`src/rtl/scanner_if.sv`:
```
`default_nettype none
// ============================================================================
// Module   : scanner_if
// Brief    : Command, serial-link and debug signals of the scanner controller.
// Revision : 1.0 - initial release
// ============================================================================
interface scanner_if;
  logic       readyForTransferIn;
  logic [1:0] localTransferInput;
  logic       clkOut;
  logic       dataOut;
  logic       commandDoneBit;
  logic [1:0] ps;
  logic [3:0] dataBuffer;
  logic [2:0] slowCount;
  logic [2:0] dataBitCounter;

  // Controller side.
  modport master (
    input  readyForTransferIn, localTransferInput,
    output clkOut, dataOut, commandDoneBit,
    output ps, dataBuffer, slowCount, dataBitCounter
  );

  // Command decoder / receiver side.
  modport slave (
    output readyForTransferIn, localTransferInput,
    input  clkOut, dataOut, commandDoneBit,
    input  ps, dataBuffer, slowCount, dataBitCounter
  );
endinterface
`default_nettype wire

```
`src/rtl/scanner_ctrl.sv`:
```
`default_nettype none
// ============================================================================
// Module   : scanner_ctrl
// Brief    : Fills a buffer at a divided rate, then drains it as serial words.
//            Option: SCANNER_DONE_HOLD_EN makes commandDoneBit sticky.
// Revision : 1.0 - initial release
// ============================================================================
module scanner_ctrl #(
  parameter int FULL_LEVEL = 15
) (
  input  wire logic  clk,
  input  wire logic  rst,
  scanner_if.master  bus
);

  typedef enum logic [1:0] {
    IDLE  = 2'b00,
    SCAN  = 2'b01,
    READY = 2'b10,
    XFER  = 2'b11
  } stateT;

  localparam logic [1:0] c_CMD_START = 2'b01;
  localparam logic [1:0] c_CMD_ABORT = 2'b10;
  localparam logic [3:0] c_FULL      = 4'(FULL_LEVEL);
  localparam logic [3:0] c_WORD_TAG  = 4'b1010;

  stateT      r_state, w_nextState;
  logic [2:0] r_slowCount, w_nextSlow;
  logic [3:0] r_dataBuffer, w_nextBuffer;
  logic [2:0] r_bitCounter, w_nextBit;
  logic       r_dataOut, w_nextDataOut;
  logic       r_done, w_nextDone, w_doneEvent;
  logic       w_start, w_abort, w_tick;
  logic [7:0] w_nextWord;

  always_comb begin
    w_nextState  = r_state;
    w_nextSlow   = r_slowCount;
    w_nextBuffer = r_dataBuffer;
    w_nextBit    = r_bitCounter;
    w_doneEvent  = 1'b0;
    w_start      = (bus.localTransferInput == c_CMD_START);
    w_abort      = (bus.localTransferInput == c_CMD_ABORT);
    w_tick       = (r_slowCount == 3'd7);

    case (r_state)
      IDLE: begin
        if (w_start) begin
          w_nextState  = SCAN;
          w_nextBuffer = 4'd0;
        end
      end
      SCAN: begin
        if (w_abort) begin
          w_nextState = IDLE;
        end else begin
          w_nextSlow = r_slowCount + 3'd1;
          if (w_tick) begin
            w_nextBuffer = r_dataBuffer + 4'd1;
            if (w_nextBuffer == c_FULL) w_nextState = READY;
          end
        end
      end
      READY: begin
        if (w_abort) begin
          w_nextState = IDLE;
        end else if (bus.readyForTransferIn) begin
          w_nextState = XFER;
          w_nextBit   = 3'd0;
        end
      end
      XFER: begin
        if (w_abort) begin
          w_nextState = IDLE;
        end else if (bus.readyForTransferIn) begin
          w_nextSlow = r_slowCount + 3'd1;
          if (w_tick) begin
            if (r_bitCounter != 3'd7) begin
              w_nextBit = r_bitCounter + 3'd1;
            end else begin
              w_nextBit    = 3'd0;
              w_nextBuffer = r_dataBuffer - 4'd1;
              if (w_nextBuffer == 4'd0) begin
                w_nextState = IDLE;
                w_doneEvent = 1'b1;
              end
            end
          end
        end
      end
    endcase

    if (w_nextState != r_state) w_nextSlow = 3'd0;
    if (w_nextState == IDLE) begin
      w_nextBuffer = 4'd0;
      w_nextBit    = 3'd0;
    end

    // Serial bit is derived from the next counters so it is valid on XFER entry.
    w_nextWord    = {c_WORD_TAG, w_nextBuffer};
    w_nextDataOut = (w_nextState == XFER) ? w_nextWord[3'd7 - w_nextBit] : 1'b0;

`ifdef SCANNER_DONE_HOLD_EN
    w_nextDone = w_doneEvent | (r_done & ~(w_start | w_abort));
`else
    w_nextDone = w_doneEvent;
`endif
  end

  always_ff @(posedge clk) begin
    if (rst) begin
      r_state      <= IDLE;
      r_slowCount  <= 3'd0;
      r_dataBuffer <= 4'd0;
      r_bitCounter <= 3'd0;
      r_dataOut    <= 1'b0;
      r_done       <= 1'b0;
    end else begin
      r_state      <= w_nextState;
      r_slowCount  <= w_nextSlow;
      r_dataBuffer <= w_nextBuffer;
      r_bitCounter <= w_nextBit;
      r_dataOut    <= w_nextDataOut;
      r_done       <= w_nextDone;
    end
  end

  // Link clock idles low whenever the transfer is not actively advancing.
  assign bus.clkOut         = (r_state == XFER) && bus.readyForTransferIn && r_slowCount[2];
  assign bus.dataOut        = r_dataOut;
  assign bus.commandDoneBit = r_done;
  assign bus.ps             = r_state;
  assign bus.dataBuffer     = r_dataBuffer;
  assign bus.slowCount      = r_slowCount;
  assign bus.dataBitCounter = r_bitCounter;

endmodule
`default_nettype wire

```
`src/flat_wrapper.sv`:
```
// flat-port wrapper written by rule: the top's interface ports become plain ports
module scanner_ctrl_flat 
#(
  parameter int FULL_LEVEL = 15
)
  (clk, rst, bus_readyForTransferIn, bus_localTransferInput, bus_clkOut, bus_dataOut, bus_commandDoneBit, bus_ps, bus_dataBuffer, bus_slowCount, bus_dataBitCounter);
  scanner_if bus_i ();
  input  wire logic clk;
  input  wire logic rst;
  input wire logic [$bits(bus_i.readyForTransferIn)-1:0] bus_readyForTransferIn;
  input wire logic [$bits(bus_i.localTransferInput)-1:0] bus_localTransferInput;
  output wire logic [$bits(bus_i.clkOut)-1:0] bus_clkOut;
  output wire logic [$bits(bus_i.dataOut)-1:0] bus_dataOut;
  output wire logic [$bits(bus_i.commandDoneBit)-1:0] bus_commandDoneBit;
  output wire logic [$bits(bus_i.ps)-1:0] bus_ps;
  output wire logic [$bits(bus_i.dataBuffer)-1:0] bus_dataBuffer;
  output wire logic [$bits(bus_i.slowCount)-1:0] bus_slowCount;
  output wire logic [$bits(bus_i.dataBitCounter)-1:0] bus_dataBitCounter;
  assign bus_i.readyForTransferIn = bus_readyForTransferIn;
  assign bus_i.localTransferInput = bus_localTransferInput;
  assign bus_clkOut = bus_i.clkOut;
  assign bus_dataOut = bus_i.dataOut;
  assign bus_commandDoneBit = bus_i.commandDoneBit;
  assign bus_ps = bus_i.ps;
  assign bus_dataBuffer = bus_i.dataBuffer;
  assign bus_slowCount = bus_i.slowCount;
  assign bus_dataBitCounter = bus_i.dataBitCounter;
  scanner_ctrl #(.FULL_LEVEL(FULL_LEVEL)) u_core (.clk(clk), .rst(rst), .bus(bus_i));
endmodule
```
`config.mk`:
```
export PLATFORM = sky130hd
export DESIGN_NAME = scanner_ctrl_flat
export DESIGN_NICKNAME = d
export VERILOG_FILES = /design/src/rtl/scanner_if.sv /design/src/rtl/scanner_ctrl.sv /design/src/flat_wrapper.sv
export SDC_FILE = /design/constraint.sdc
export NUM_CORES = 1
export LEC_CHECK = 0
export ABC_AREA = 1
export CAP_MARGIN = 20
export CORE_MARGIN = 2
export CORE_UTILIZATION = 62
export DETAILED_ROUTE_END_ITERATION = 8
export DONT_BUFFER_PORTS = 1
export PLACE_DENSITY = 0.78
export SLEW_MARGIN = 20
export SYNTH_ARGS = -nofsm -noshare
export SYNTH_HDL_FRONTEND = slang
export SYNTH_SLANG_ARGS = --single-unit
```
`constraint.sdc`:
```
create_clock -name clk -period 2.4 [get_ports clk]
set_input_delay 0.48 -clock clk [delete_from_list [all_inputs] [get_ports clk]]
set_output_delay 0.48 -clock clk [all_outputs]
set_load 0.03 [all_outputs]
```
Yosys cells after proc, flatten, opt, wreduce, memory -nomap -nowiden
Cells that the tools add are included.
{"block": "totals", "reg_bits": 14, "elab_cells": 75}
{"block": "classes", "reduce_logical": 10, "n_mux": 36, "order_cmp": 1, "eq_ne": 13, "addsub": 5, "n_bitwise": 4}
{"cell": "2-to-1 mux 4 bit", "count": 8}
{"cell": "2-to-1 mux 3 bit", "count": 10}
{"cell": "2-to-1 mux 2 bit", "count": 11}
{"cell": "case mux 3 bit (2 select lines)", "count": 2}
{"cell": "case mux 4 bit (3 select lines)", "count": 1}
{"cell": "equality test 2 bit, second input constant", "count": 4}
{"cell": "case mux 2 bit (4 select lines)", "count": 1}
{"cell": "adder 3 x 1 -> 3 bit, second input constant", "count": 2}
{"cell": "!= test 2 bit, second input constant", "count": 3}
{"cell": "OR reduction 6 bit", "count": 1}
{"cell": "adder 4 x 1 -> 4 bit, second input constant", "count": 1}
{"cell": "equality test 2 x 1 -> 1 bit, second input constant", "count": 2}
{"cell": "equality test 4 bit, second input constant", "count": 1}
{"cell": "zero test 2 bit", "count": 2}
{"cell": "zero test 4 bit", "count": 1}
{"cell": "less-than comparator 3 x 4 -> 1 bit, second input constant", "count": 1}
{"cell": "NOT 1 bit", "count": 4}
{"cell": "AND reduction 4 bit", "count": 1}
{"cell": "OR reduction 2 bit", "count": 2}
{"cell": "subtractor 4 x 1 -> 4 bit, second input constant", "count": 1}
{"cell": "binary-select mux 1 bit (select 3 bit)", "count": 1}
{"cell": "equality test 3 bit, second input constant", "count": 1}
{"cell": "!= test 3 bit, second input constant", "count": 1}
{"cell": "subtractor 3 bit, first input constant", "count": 1}
{"cell": "other kinds (4)", "count": 6}

Depth between registers and ports, before layout
{"block": "depth", "word_depth": 13, "mapped_depth": 14, "depth_no_buf": 14}

Worst setup path before layout
OpenSTA, ideal clock, no wires.
{"block": "synth_path", "path_type": "reg-to-reg", "startpoint": "register u_core.r_dataBuffer[1] (netlist: u_core.bus.dataBuffer[1])", "endpoint": "register u_core.r_dataOut (netlist: u_core.bus.dataOut)", "arrival_ns": 1.804, "slack_ns": 0.482, "period_less_slack_ns": 1.918, "stages_incl_launch_ff": 15, "cell_sequence": "dfxtp_1 -> inv_1 -> ha_1 -> inv_1 -> nand2_1 -> nand2_1 -> nor2_2 -> nand3_2 -> nand2_2 -> nand2_1 -> nand2_2 -> nand2_4 -> nand2_1 -> o21bai_1 -> nor2_1"}
{"block": "synth_between", "elab_chain_len": 13, "elab_cells_between_ends": 30, "classes_between": "3 x add/sub; 2 x eq/ne; 21 x mux; 1 x bitwise; 3 x reduce/logical"}
{"item": "start: declaration", "line": "scanner_ctrl.sv:30", "text": "logic [3:0] r_dataBuffer, w_nextBuffer;"}
{"item": "start signal: assignment", "line": "scanner_ctrl.sv:122", "text": "r_dataBuffer <= w_nextBuffer;"}
{"item": "subtractor 4 x 1 -> 4 bit", "line": "scanner_ctrl.sv:83", "text": "w_nextBuffer = r_dataBuffer - 4'd1;"}
{"item": "zero test 4 bit", "line": "scanner_ctrl.sv:84", "text": "if (w_nextBuffer == 4'd0) begin"}
{"item": "2-to-1 mux 2 bit", "line": "scanner_ctrl.sv:84"}
{"item": "2-to-1 mux 2 bit", "line": "scanner_ctrl.sv:79", "text": "if (r_bitCounter != 3'd7) begin"}
{"item": "2-to-1 mux 2 bit", "line": "scanner_ctrl.sv:78", "text": "if (w_tick) begin"}
{"item": "2-to-1 mux 2 bit", "line": "scanner_ctrl.sv:76", "text": "end else if (bus.readyForTransferIn) begin"}
{"item": "2-to-1 mux 2 bit", "line": "scanner_ctrl.sv:74", "text": "if (w_abort) begin"}
{"item": "case mux 2 bit (4 select lines)", "line": "scanner_ctrl.sv:47", "text": "case (r_state)"}
{"item": "zero test 2 bit", "line": "scanner_ctrl.sv:95", "text": "if (w_nextState == IDLE) begin"}
{"item": "2-to-1 mux 3 bit", "line": "scanner_ctrl.sv:95"}
{"item": "subtractor 3 bit", "line": "scanner_ctrl.sv:102", "text": "w_nextDataOut = (w_nextState == XFER) ? w_nextWord[3'd7 - w_nextBit] : 1'b0;"}
{"item": "binary-select mux 1 bit (select 3 bit)", "line": "scanner_ctrl.sv:102"}
{"item": "2-to-1 mux 1 bit (not written as such)", "line": "scanner_ctrl.sv:102"}
{"item": "end signal: assignment", "line": "scanner_ctrl.sv:124", "text": "r_dataOut <= w_nextDataOut;"}
{"item": "end: declaration", "line": "scanner_ctrl.sv:32", "text": "logic r_dataOut, w_nextDataOut;"}
Several ways; a longest one is shown, not always the timed one. The select of a mux whose other input is x is not followed.
A chain may end at the register's enable or synchronous reset.

Worst setup path after layout
{"block": "layout_path", "startpoint": "register u_core.r_state[1] (netlist: u_core.bus.ps[1])", "endpoint": "output port bus_clkOut"}
{"block": "layout_between", "elab_chain_len": 3}
{"item": "start: declaration", "line": "scanner_ctrl.sv:28", "text": "stateT r_state, w_nextState;"}
{"item": "start signal: assignment", "line": "scanner_ctrl.sv:120", "text": "r_state <= w_nextState;"}
{"item": "equality test 2 bit", "line": "scanner_ctrl.sv:130", "text": "assign bus.clkOut = (r_state == XFER) && bus.readyForTransferIn && r_slowCount[2];"}
{"item": "logical AND 1 bit (2 in a row)", "line": "scanner_ctrl.sv:130"}
{"item": "end: declaration", "line": "flat_wrapper.sv:12", "text": "output wire logic [$bits(bus_i.clkOut)-1:0] bus_clkOut;"}
No other way between the ends.

==> flow_summary.json <==
{
  "cts_tree": "built",
  "vias_per_cell": 5.46,
  "fmax_mhz": 493,
  "post_cts_buffers": 0,
  "grt_max_degree": 10,
  "wl_per_cell_um": 12.4,
  "worst_slack_ps": 372,
  "n_fill_cell": 164,
  "start_kind": "flip-flop",
  "overflow": 0,
  "period_share_pct": 84.5,
  "power.internal_mw": 0.343,
  "synth_commonest_cells": "46 x nand2_1, 24 x inv_1, 21 x nor2_1",
  "synth.yosys.seq_area_share_pct": 23.1,
  "dp_cells": 227,
  "hold_buffers": 0,
  "seq_power_share_pct": 50.7,
  "max_slew_margin_pct": 67.1,
  "async_flop_share_pct": 0,
  "track_usage_pct": 27.5,
  "antenna_found_initial": 0,
  "synth-compound-area-share_pct": 11.0,
  "critical_path.max_stage_delay_ps": 520,
  "critPathMaxFanout": 8,
  "ys.flop_type": "dfxtp_1",
  "finalSetupTns_ps": 0,
  "cts_root_buf": "clkbuf_4",
  "setup_viol": 0,
  "critical_path_class": "reg -> out",
  "synth_top_family_by_area": "simple AND/OR/NAND/NOR gates",
  "path_cells": "buf_4, nand2_1, nor2_1, buf_4",
  "p_per_area_nw_per_um2": 351,
  "ys_seq_elements": 14,
  "power.share.clock_pct": 38.3,
  "synth_fa_ha_area_share_pct": 8.24,
  "critPathSlowestCell": "dfxtp_1",
  "hold_viol_final": 0,
  "leakage_nw": 0.615,
  "cts-buffers-inserted": 3,
  "core_um2": 1900,
  "die_height_um": 48.3,
  "required_ps": 1920,
  "worst_slew_pin_slew_ps": 493,
  "rsz0062_at_grt": "no",
  "yosysMostFrequentCell": "nand2_1",
  "syn_inst": 191,
  "final_nets": 218,
  "synth-edff-count": 0,
  "path_common_cell": "buf_4",
  "drv_cap": 0,
  "synth.net_count": 204,
  "cts_sinks": 14,
  "muxShareOfSynthArea_pct": 1.85,
  "outcome": "completed",
  "grt_pass1_wl_mm": 4.46,
  "layout_min_cycle_time_ps": 2030,
  "die_w_um": 48.3,
  "stdcell_count": 231,
  "routabilityCongestion": 0.962,
  "worstSkewPairLatency_ps": 290,
  "syn_to_final_growth_pct": 11.2,
  "design.die.area_um2": 2330,
  "dr.first_iter.drc_count": 61,
  "clockBufferDepth": 2,
  "totalWireLength_mm": 2.85,
  "avgSynthCellArea_um2": 6.36,
  "place_hpwl_mm": 2.34,
  "vdd_drop_max_mv": 0.248,
  "io_buffers": 0,
  "syn_area_um2": 1210,
  "drc": 0,
  "synth_warnings": 0,
  "crit_arrival_ps": 1550,
  "synth_xor_area_share_pct": 1.44,
  "end_kind": "output pin",
  "synth_area_leader_cell": "dfxtp_1",
  "placement_rows": 16,
  "io_pins": 20,
  "path_clk_slew_ps": 100,
  "ant_nets": 0,
  "synth-simple-area-share_pct": 42.9,
  "synthTopCellsByArea": "dfxtp_1 23%, nand2_1 14%, ha_1 8.2%",
  "synth_top_area_share_pct": 23.1,
  "grt_pass1_vias": 1053,
  "netSwitchingPower_mw": 0.131,
  "synth_cell_type_count": 29,
  "vias": 1262,
  "p_sw_share_pct": 27.6,
  "drive_above_1_share_pct": 23.0,
  "cts_htree_levels": 1,
  "cts-resized-gates": 0,
  "cp_top_family": "flip-flops",
  "slew_violations": 0,
  "p_comb_share_pct": 10.9,
  "dp_slack_ps": 549,
  "start_util_pct": 63.9,
  "dr.pass1.iters": 6,
  "path_buf_inv": 2,
  "num_antenna_cells": 0,
  "min_path_type": "in -> reg",
  "finClkSkew_ps": 8.18
}
-- area by class of cell --
cell class	instances	area, um^2	area share (%)
inverters	30	115	8.52
well taps	27	33.8	2.50
clock buffers	4	36.3	2.69
repair buffers	12	90.1	6.67
flip-flops and latches	14	280	20.7
multi-input cells	144	796	58.9
-- metrics by stage --
stage | area (um^2) | utilization, % | total power, mW | hold slack (ps)
after floorplan | 1210 | - | 0.287 | 552
after global placement | 1320 | 69.1 | 0.295 | 554
after detailed placement | 1320 | 69.1 | 0.297 | 555
after CTS | 1350 | 71.1 | 0.471 | 249
after global routing | 1350 | 71.1 | 0.489 | 232
final | 1350 | 71.1 | 0.474 | 242
-- sequential cells by signal (all words and copies together), names as in the netlist --
signal,count
u_core.bus.dataOut,1
u_core.bus.dataBitCounter,3
u_core.bus.ps,2
u_core.bus.commandDoneBit,1
u_core.bus.slowCount,3
u_core.bus.dataBuffer,4
-- power by group through the flow --
stage	clock (mW)	combinational [mW]	sequential, mW
floorplan	0	0.0391	0.248
global placement	0	0.0494	0.246
detailed placement	0	0.0510	0.246
CTS	0.179	0.0513	0.240
global route	0.192	0.0566	0.241
finish	0.182	0.0517	0.240
-- logic make-up after synthesis --
logic type	count (synthesis)
simple gates	109
buf+inv	33
mux	2
xor+xnor	2
flops	14
compound gates	23
fa+ha+maj	8
-- placed cells by master (no fill, tap or decap) --
| cell | instances |
|---|---|
| a21oi_1 | 8 |
| a21oi_2 | 2 |
| buf_4 | 12 |
| clkbuf_4 | 3 |
| clkbuf_8 | 1 |
| dfxtp_1 | 14 |
| ha_1 | 8 |
| inv_1 | 24 |
| inv_2 | 5 |
| inv_4 | 1 |
| mux2_2 | 2 |
| nand2_1 | 46 |
| nand2_2 | 10 |
| nand2_4 | 1 |
| nand3_1 | 17 |
| nand3_2 | 1 |
| nand3b_1 | 1 |
| nand4_1 | 2 |
| nor2_1 | 21 |
| nor2_2 | 5 |
| nor2_4 | 4 |
| nor3_1 | 1 |
| o211ai_1 | 2 |
| o21ai_0 | 8 |
| o21ai_1 | 1 |
| o21bai_1 | 1 |
| o41ai_1 | 1 |
| xnor2_1 | 1 |
| xor2_1 | 1 |
-- routing by layer --
metal  global-route usage, %  vias up  wire length (um)
met4                    8.11        0                44
met3                    5.19        8               270
met1                    35.7      564              1140
met5                       0        -                 0
li1                        -      632                 -
met2                    46.1       58              1400
-- path summary, 6_finish.rpt --
kind	startpoint	to	slack, ps	cells after the start
setup / recovery	u_core.bus.ps[1]$_SDFF_PP0_	bus_clkOut	370	4
hold / removal	rst	u_core.bus.dataBuffer[3]$_SDFF_PP0_	240	1
setup reg to reg	u_core.bus.dataBuffer[0]$_SDFF_PP0_	u_core.bus.dataOut$_SDFF_PP0_	500	14
hold reg to reg	u_core.bus.slowCount[0]$_SDFFE_PP0P_	u_core.bus.slowCount[0]$_SDFFE_PP0P_	710	4
(Power assumes the default switching activity.)
